[config.mk]
export PLATFORM = sky130hd
export DESIGN_NAME = ifu_issue
export DESIGN_NICKNAME = d
export VERILOG_FILES = /design/src/rtl/ifu_pkg.sv /design/src/rtl/ifu_fifo.sv /design/src/rtl/ifu_issue.sv
export SDC_FILE = /design/constraint.sdc
export NUM_CORES = 1
export LEC_CHECK = 0
export ABC_AREA = 1
export CAP_MARGIN = 15
export CORE_MARGIN = 3
export CORE_UTILIZATION = 30
export CTS_CLUSTER_DIAMETER = 100
export DETAILED_ROUTE_END_ITERATION = 8
export SYNTH_ARGS = -nofsm -noshare
export SYNTH_HDL_FRONTEND = slang
export SYNTH_SLANG_ARGS = --single-unit
[constraint.sdc]
create_clock -name clk_i -period 8 [get_ports clk_i]
set_clock_uncertainty 0.2 [all_clocks]
set_input_delay 2.4 -clock clk_i [delete_from_list [all_inputs] [get_ports clk_i]]
set_output_delay 2.4 -clock clk_i [all_outputs]
set_load 0.01 [all_outputs]
[src/rtl/ifu_pkg.sv]
// Shared types and constants for the instruction fetch/issue front end.
package ifu_pkg;

    // Fetch-side FSM state encoding
    typedef logic [1:0] ifu_state_e;
    localparam ifu_state_e IFU_IDLE = 2'd0;
    localparam ifu_state_e IFU_REQ  = 2'd1;
    localparam ifu_state_e IFU_WAIT = 2'd2;

    localparam logic [31:0] IFU_PC_INC   = 32'd4;
    localparam logic [31:0] IFU_RESET_PC = 32'h0000_0000;

    typedef struct packed {
        logic [31:0] pc;
        logic [31:0] ir;
    } ifu_entry_t;

    function automatic logic [31:0] ifu_align_pc(input logic [31:0] pc);
        return pc & ~32'h3;
    endfunction

endpackage

[src/rtl/ifu_fifo.sv]
// Small synchronous FIFO with flush; pointers carry one extra wrap bit.
module ifu_fifo #(
    parameter int unsigned DEPTH = 2,
    parameter int unsigned WIDTH = 64
) (
    input  logic                       clk_i,
    input  logic                       rst_i,
    input  logic                       flush_i,
    input  logic                       push_i,
    input  logic [WIDTH-1:0]           data_i,
    input  logic                       pop_i,
    output logic [WIDTH-1:0]           data_o,
    output logic                       full_o,
    output logic                       empty_o,
    output logic [$clog2(DEPTH):0]     count_o
);

    localparam int unsigned AW = $clog2(DEPTH);

    logic [AW:0]      wptr_q, wptr_d, rptr_q, rptr_d;
    logic [WIDTH-1:0] mem_q [DEPTH];
    logic             do_push, do_pop;

    assign empty_o = (wptr_q == rptr_q);
    assign full_o  = (wptr_q[AW] != rptr_q[AW]) && (wptr_q[AW-1:0] == rptr_q[AW-1:0]);
    assign count_o = wptr_q - rptr_q;
    assign data_o  = mem_q[rptr_q[AW-1:0]];

    // Push into a full FIFO is only allowed when the head leaves in the same cycle
    assign do_push = push_i && (!full_o || pop_i);
    assign do_pop  = pop_i && !empty_o;

    always_comb begin
        wptr_d = wptr_q;
        rptr_d = rptr_q;
        if (flush_i) begin
            wptr_d = '0;
            rptr_d = '0;
        end else begin
            if (do_push) wptr_d = wptr_q + 1'b1;
            if (do_pop)  rptr_d = rptr_q + 1'b1;
        end
    end

    always_ff @(posedge clk_i) begin
        if (rst_i) begin
            wptr_q <= '0;
            rptr_q <= '0;
        end else begin
            wptr_q <= wptr_d;
            rptr_q <= rptr_d;
        end
    end

    always_ff @(posedge clk_i) begin
        if (do_push && !flush_i) mem_q[wptr_q[AW-1:0]] <= data_i;
    end

endmodule

[src/rtl/ifu_issue.sv]
// Fetch/issue front end: owns the PC, fetches one word at a time and issues {pc, ir} packets.
module ifu_issue
    import ifu_pkg::*;
#(
    parameter logic [31:0] RESET_PC   = IFU_RESET_PC,
    parameter int unsigned FIFO_DEPTH = 2
) (
    input  logic        clk_i,
    input  logic        rst_i,
    input  logic        redir_vld_i,
    input  logic [31:0] redir_pc_i,
    output logic        imem_req_vld_o,
    input  logic        imem_req_rdy_i,
    output logic [31:0] imem_req_addr_o,
    input  logic        imem_rsp_vld_i,
    input  logic [31:0] imem_rsp_data_i,
    output logic        iexec_req_vld_o,
    input  logic        iexec_req_rdy_i,
    output logic [31:0] iexec_req_pc_o,
    output logic [31:0] iexec_req_ir_o
);

    localparam int unsigned AW = $clog2(FIFO_DEPTH);
    localparam int unsigned CW = AW + 2;

    ifu_state_e  state_q, state_d;
    logic [31:0] fetch_pc_q, fetch_pc_d;
    logic [31:0] req_pc_q, req_pc_d;
    logic        outstanding_q, outstanding_d;
    logic        discard_q, discard_d;

    logic        req_hsk, rsp_take, push, pop;
    logic        fifo_empty, fifo_full;
    logic [AW:0] fifo_count;
    logic [CW-1:0] occ_now, occ_next;
    ifu_entry_t  push_entry, head_entry;

    assign imem_req_vld_o  = !rst_i && (state_q == IFU_REQ);
    assign imem_req_addr_o = fetch_pc_q;
    assign iexec_req_vld_o = !rst_i && !fifo_empty;
    assign iexec_req_pc_o  = head_entry.pc;
    assign iexec_req_ir_o  = head_entry.ir;

    assign req_hsk  = imem_req_vld_o && imem_req_rdy_i;
    assign rsp_take = imem_rsp_vld_i && outstanding_q;
    // Redirect voids both the push of a returning word and any issue handshake
    assign push     = rsp_take && !discard_q && !redir_vld_i;
    assign pop      = iexec_req_vld_o && iexec_req_rdy_i && !redir_vld_i;

    assign push_entry = '{pc: req_pc_q, ir: imem_rsp_data_i};
    assign occ_now    = CW'(fifo_count) + CW'(outstanding_q);
    assign occ_next   = CW'(fifo_count) + CW'(push) - CW'(pop);

    always_comb begin
        state_d       = state_q;
        fetch_pc_d    = fetch_pc_q;
        req_pc_d      = req_pc_q;
        outstanding_d = outstanding_q;
        discard_d     = discard_q;
        if (redir_vld_i) begin
            fetch_pc_d = ifu_align_pc(redir_pc_i);
            // A fetch still in flight after this edge must have its response dropped
            if (req_hsk || (outstanding_q && !imem_rsp_vld_i)) begin
                state_d       = IFU_WAIT;
                outstanding_d = 1'b1;
                discard_d     = 1'b1;
            end else begin
                state_d       = IFU_REQ;
                outstanding_d = 1'b0;
                discard_d     = 1'b0;
            end
        end else begin
            case (state_q)
                IFU_IDLE: begin
                    if (occ_now < CW'(FIFO_DEPTH)) state_d = IFU_REQ;
                end
                IFU_REQ: begin
                    if (req_hsk) begin
                        state_d       = IFU_WAIT;
                        req_pc_d      = fetch_pc_q;
                        fetch_pc_d    = fetch_pc_q + IFU_PC_INC;
                        outstanding_d = 1'b1;
                    end
                end
                IFU_WAIT: begin
                    if (rsp_take) begin
                        outstanding_d = 1'b0;
                        discard_d     = 1'b0;
                        state_d       = (occ_next < CW'(FIFO_DEPTH)) ? IFU_REQ : IFU_IDLE;
                    end
                end
                default: state_d = IFU_IDLE;
            endcase
        end
    end

    always_ff @(posedge clk_i) begin
        if (rst_i) begin
            state_q       <= IFU_IDLE;
            fetch_pc_q    <= RESET_PC;
            req_pc_q      <= RESET_PC;
            outstanding_q <= 1'b0;
            discard_q     <= 1'b0;
        end else begin
            state_q       <= state_d;
            fetch_pc_q    <= fetch_pc_d;
            req_pc_q      <= req_pc_d;
            outstanding_q <= outstanding_d;
            discard_q     <= discard_d;
        end
    end

    ifu_fifo #(
        .DEPTH (FIFO_DEPTH),
        .WIDTH ($bits(ifu_entry_t))
    ) u_fifo (
        .clk_i   (clk_i),
        .rst_i   (rst_i),
        .flush_i (redir_vld_i),
        .push_i  (push),
        .data_i  (push_entry),
        .pop_i   (pop),
        .data_o  (head_entry),
        .full_o  (fifo_full),
        .empty_o (fifo_empty),
        .count_o (fifo_count)
    );

`ifndef SYNTHESIS
    rsp_without_req_a: assert property (@(posedge clk_i) disable iff (rst_i)
        imem_rsp_vld_i |-> outstanding_q)
        else $error("imem response with no outstanding fetch");

    unused_full_a: assert property (@(posedge clk_i) disable iff (rst_i)
        fifo_full |-> !push || pop);
`endif

endmodule
==> out/metrics.cfg <==
[setup_path]
cp_top_family=buffers and inverters
cpMaxStageDelayCell=clkdlybuf4s50_1
r2r_end=u_fifo.mem_q[1][2]$_DFFE_PP_
required_ns=5.40
end_kind=output port
r2r_cells=8
reg2reg_from=u_fifo.wptr_q[0]$_SDFFE_PP0P_
worst-path-stages=6
worstPathArrival_ns=3.79
critPathMaxFanout=20
max_stage_delay_ns=0.46
r2r_slack_ns=5.06
crit_path_start_kind=input port
crit_chain=clkdlybuf4s50_1 > buf_4 > inv_1 > nand2_1 > inv_1 > clkdlybuf4s50_1
crit_buf_inv=5
crit_type=input port to output port

[layout]
fin_nets=996
final_cell_mix=nand2_1, clkdlybuf4s50_1, edfxtp_1, nor2_1, dfxtp_1
n_fill_cell=2507
synthToLayoutAreaGrowth_pct=31.81
final_util_pct=40.78
antennaDiodeCount=0
drive_gt1_share_pct=12.41
layout_commonest_cell=nand2_1

[global_route]
grt.total_usage_pct=14.11
grt_pass1_vias=5748
antenna_found_initial=0
grt_max_degree=63
grt_overflow=0
grt_pass1_wl_um=31680

[detailed_routing]
drt-total-wl_um=20730
vias=5874
drc=0
ant_nets=0
vias_per_cell=4.625
first_iter_violations=302
drt-pass1-iter-count=5
wl_per_cell_um=16.32

[place]
place.gp.congestion=0.7986
pre_cts_ws_ns=1.600
post-dp-hpwl_um=14050
numPortBuffers=161

[sta]
setup_viol=0
hold_violations=0
worst_pin_slew_ns=0.9357
slew_viol_final=0
slew_headroom_pct=37.62
timing.setup.tns_ns=0
grt_setup_unrepaired=no
finalCriticalPeriod_ns=6.392
fmax_mhz=156.5
fin_crit_sh_pct=79.90
worst_slack_ns=1.608

[clock_tree]
holdBufCountCts=0
cts_buffer_depth=2
clock-root-buffer=clkbuf_16
cts_tree=built
cts_buffers=17
clk_pin_slew_ns=0.07
clk_latency_ns=0.42
clock_sinks=193
post_cts_buffers=0
htree_levels=4
ctsResizeCount=0

[floorplan]
chipWidth_um=170.9
die_area_um2=29190
core.rowCount=59
core_area_um2=26350
die_h_um=170.9
initial_core_util_pct=30.94
pin_count=168

[power]
power_mw=2.200
p_per_area_nw_per_um2=204.7
irDropWorstVdd_uv=108.1
p_leak_nw=3.952

[min_path]
hold_end=u_fifo.mem_q[0][36]$_DFFE_PP_
hold_depth=0
hold_class=register to register
worst_hold_startpoint=req_pc_q[4]$_SDFFE_PP0P_

[synthesis]
synthTopCellsByArea=edfxtp_1, dfxtp_1, mux2_2, nand2_1, nor2_1
synth_cell_types=37
synth-edff-count=124
seq_area_frac_synth_pct=62.62
synth-async-reset-ratio_pct=0
ys_ff_latch=193
syn_area_um2=8153
netlist_instances=766
ys_warn_count=0
synth_top_area_share_pct=45.67
synth_flop_cell=edfxtp_1
postSynthAreaPerCell_um2=10.64
synth_top_area_cell=edfxtp_1

[run]
maxCapViolCount=0

[status]
status=completed

metrics by stage:
step | cells | hold slack [ns] | cell area (µm²)
final | 1270 | 0.2510 | 10750
after global routing | 1270 | 0.2641 | 10750
after CTS | 1270 | 0.2525 | 10750
after detailed placement | 1238 | 0.2339 | 10090
after global placement | 1238 | 0.2263 | 10090
after floorplan | 769 | 0.2203 | 8164
layout make-up:
type / count / area, µm² / area share, %
flip-flops and latches: 193 / 5106 / 47.51
multi-input cells: 479 / 2659 / 24.74
repair buffers: 167 / 1669 / 15.53
clock buffers: 21 / 450.4 / 4.191
well taps: 335 / 419.2 / 3.900
inverters: 64 / 240.2 / 2.235
clock inverters: 11 / 202.7 / 1.886
kinds of logic (layout without fill, tap and decap cells):
group           Yosys count  after routing  share of synthesized area [%]
compound gates           80             80                          5.095
xor+xnor                  5              5                         0.5372
fa+ha+maj                 4              4                         0.7060
buf+inv                  97            263                          5.095
flops                   193            193                          62.62
mux                      62             62                          8.564
other cells               1              4                        0.04600
simple gates            324            324                          17.34
Yosys cell counts (2+ instances only):
cell and count:
nand3_1 38, nor3b_1 4, buf_6 2, nand4_1 10, nor2_1 72, nand3b_1 5, a21oi_1 28, dfxtp_1 69
xor2_1 3, nor2_4 3, xnor2_1 2, nor3_1 14, o21ai_0 41, edfxtp_1 124, o211ai_1 2, buf_2 8
nand2_2 3, buf_1 4, nor2_2 4, a31oi_1 7, ha_1 3, mux2_2 62, clkbuf_1 12, inv_1 62
buf_4 7, inv_2 2, nand2_1 165
per-layer routing:
layer | up-vias | GRT usage [%] | wire length, µm
met1 | 2768 | 18.84 | 9532
met3 | 20 | 3.558 | 1281
met2 | 163 | 22.94 | 9620
li1 | 2923 | - | -
met5 | - | 0 | 0
met4 | 0 | 3.849 | 293
registers in the layout, summed over array words and instances, names as in the netlist, named ones only:
signal / flops
discard_q: 1
imem_req_addr_o: 30
outstanding_q: 1
req_pc_q: 30
state_q: 2
u_fifo.mem_q: 124
u_fifo.rptr_q: 2
u_fifo.wptr_q: 2
report_power, final:
| part | switching, mW | total, mW | leakage, nW | internal (mW) |
|---|---|---|---|---|
| Clock | 0.379 | 0.948 | 0.316 | 0.570 |
| Sequential | 0.0200 | 1.10 | 1.73 | 1.08 |
| Combinational | 0.0767 | 0.153 | 1.91 | 0.0767 |
worst max-delay path by stage:
stage                            from                      endpoint  slack (ns)
after floorplan           redir_vld_i  u_fifo.mem_q[1][0]$_DFFE_PP_        1.57
after global placement          rst_i               iexec_req_vld_o        1.59
after detailed placement        rst_i               iexec_req_vld_o        1.60
after CTS                       rst_i               iexec_req_vld_o        1.59
after global routing            rst_i               iexec_req_vld_o        1.52
final                           rst_i               iexec_req_vld_o        1.61
Power figures use the tool's default switching activity.
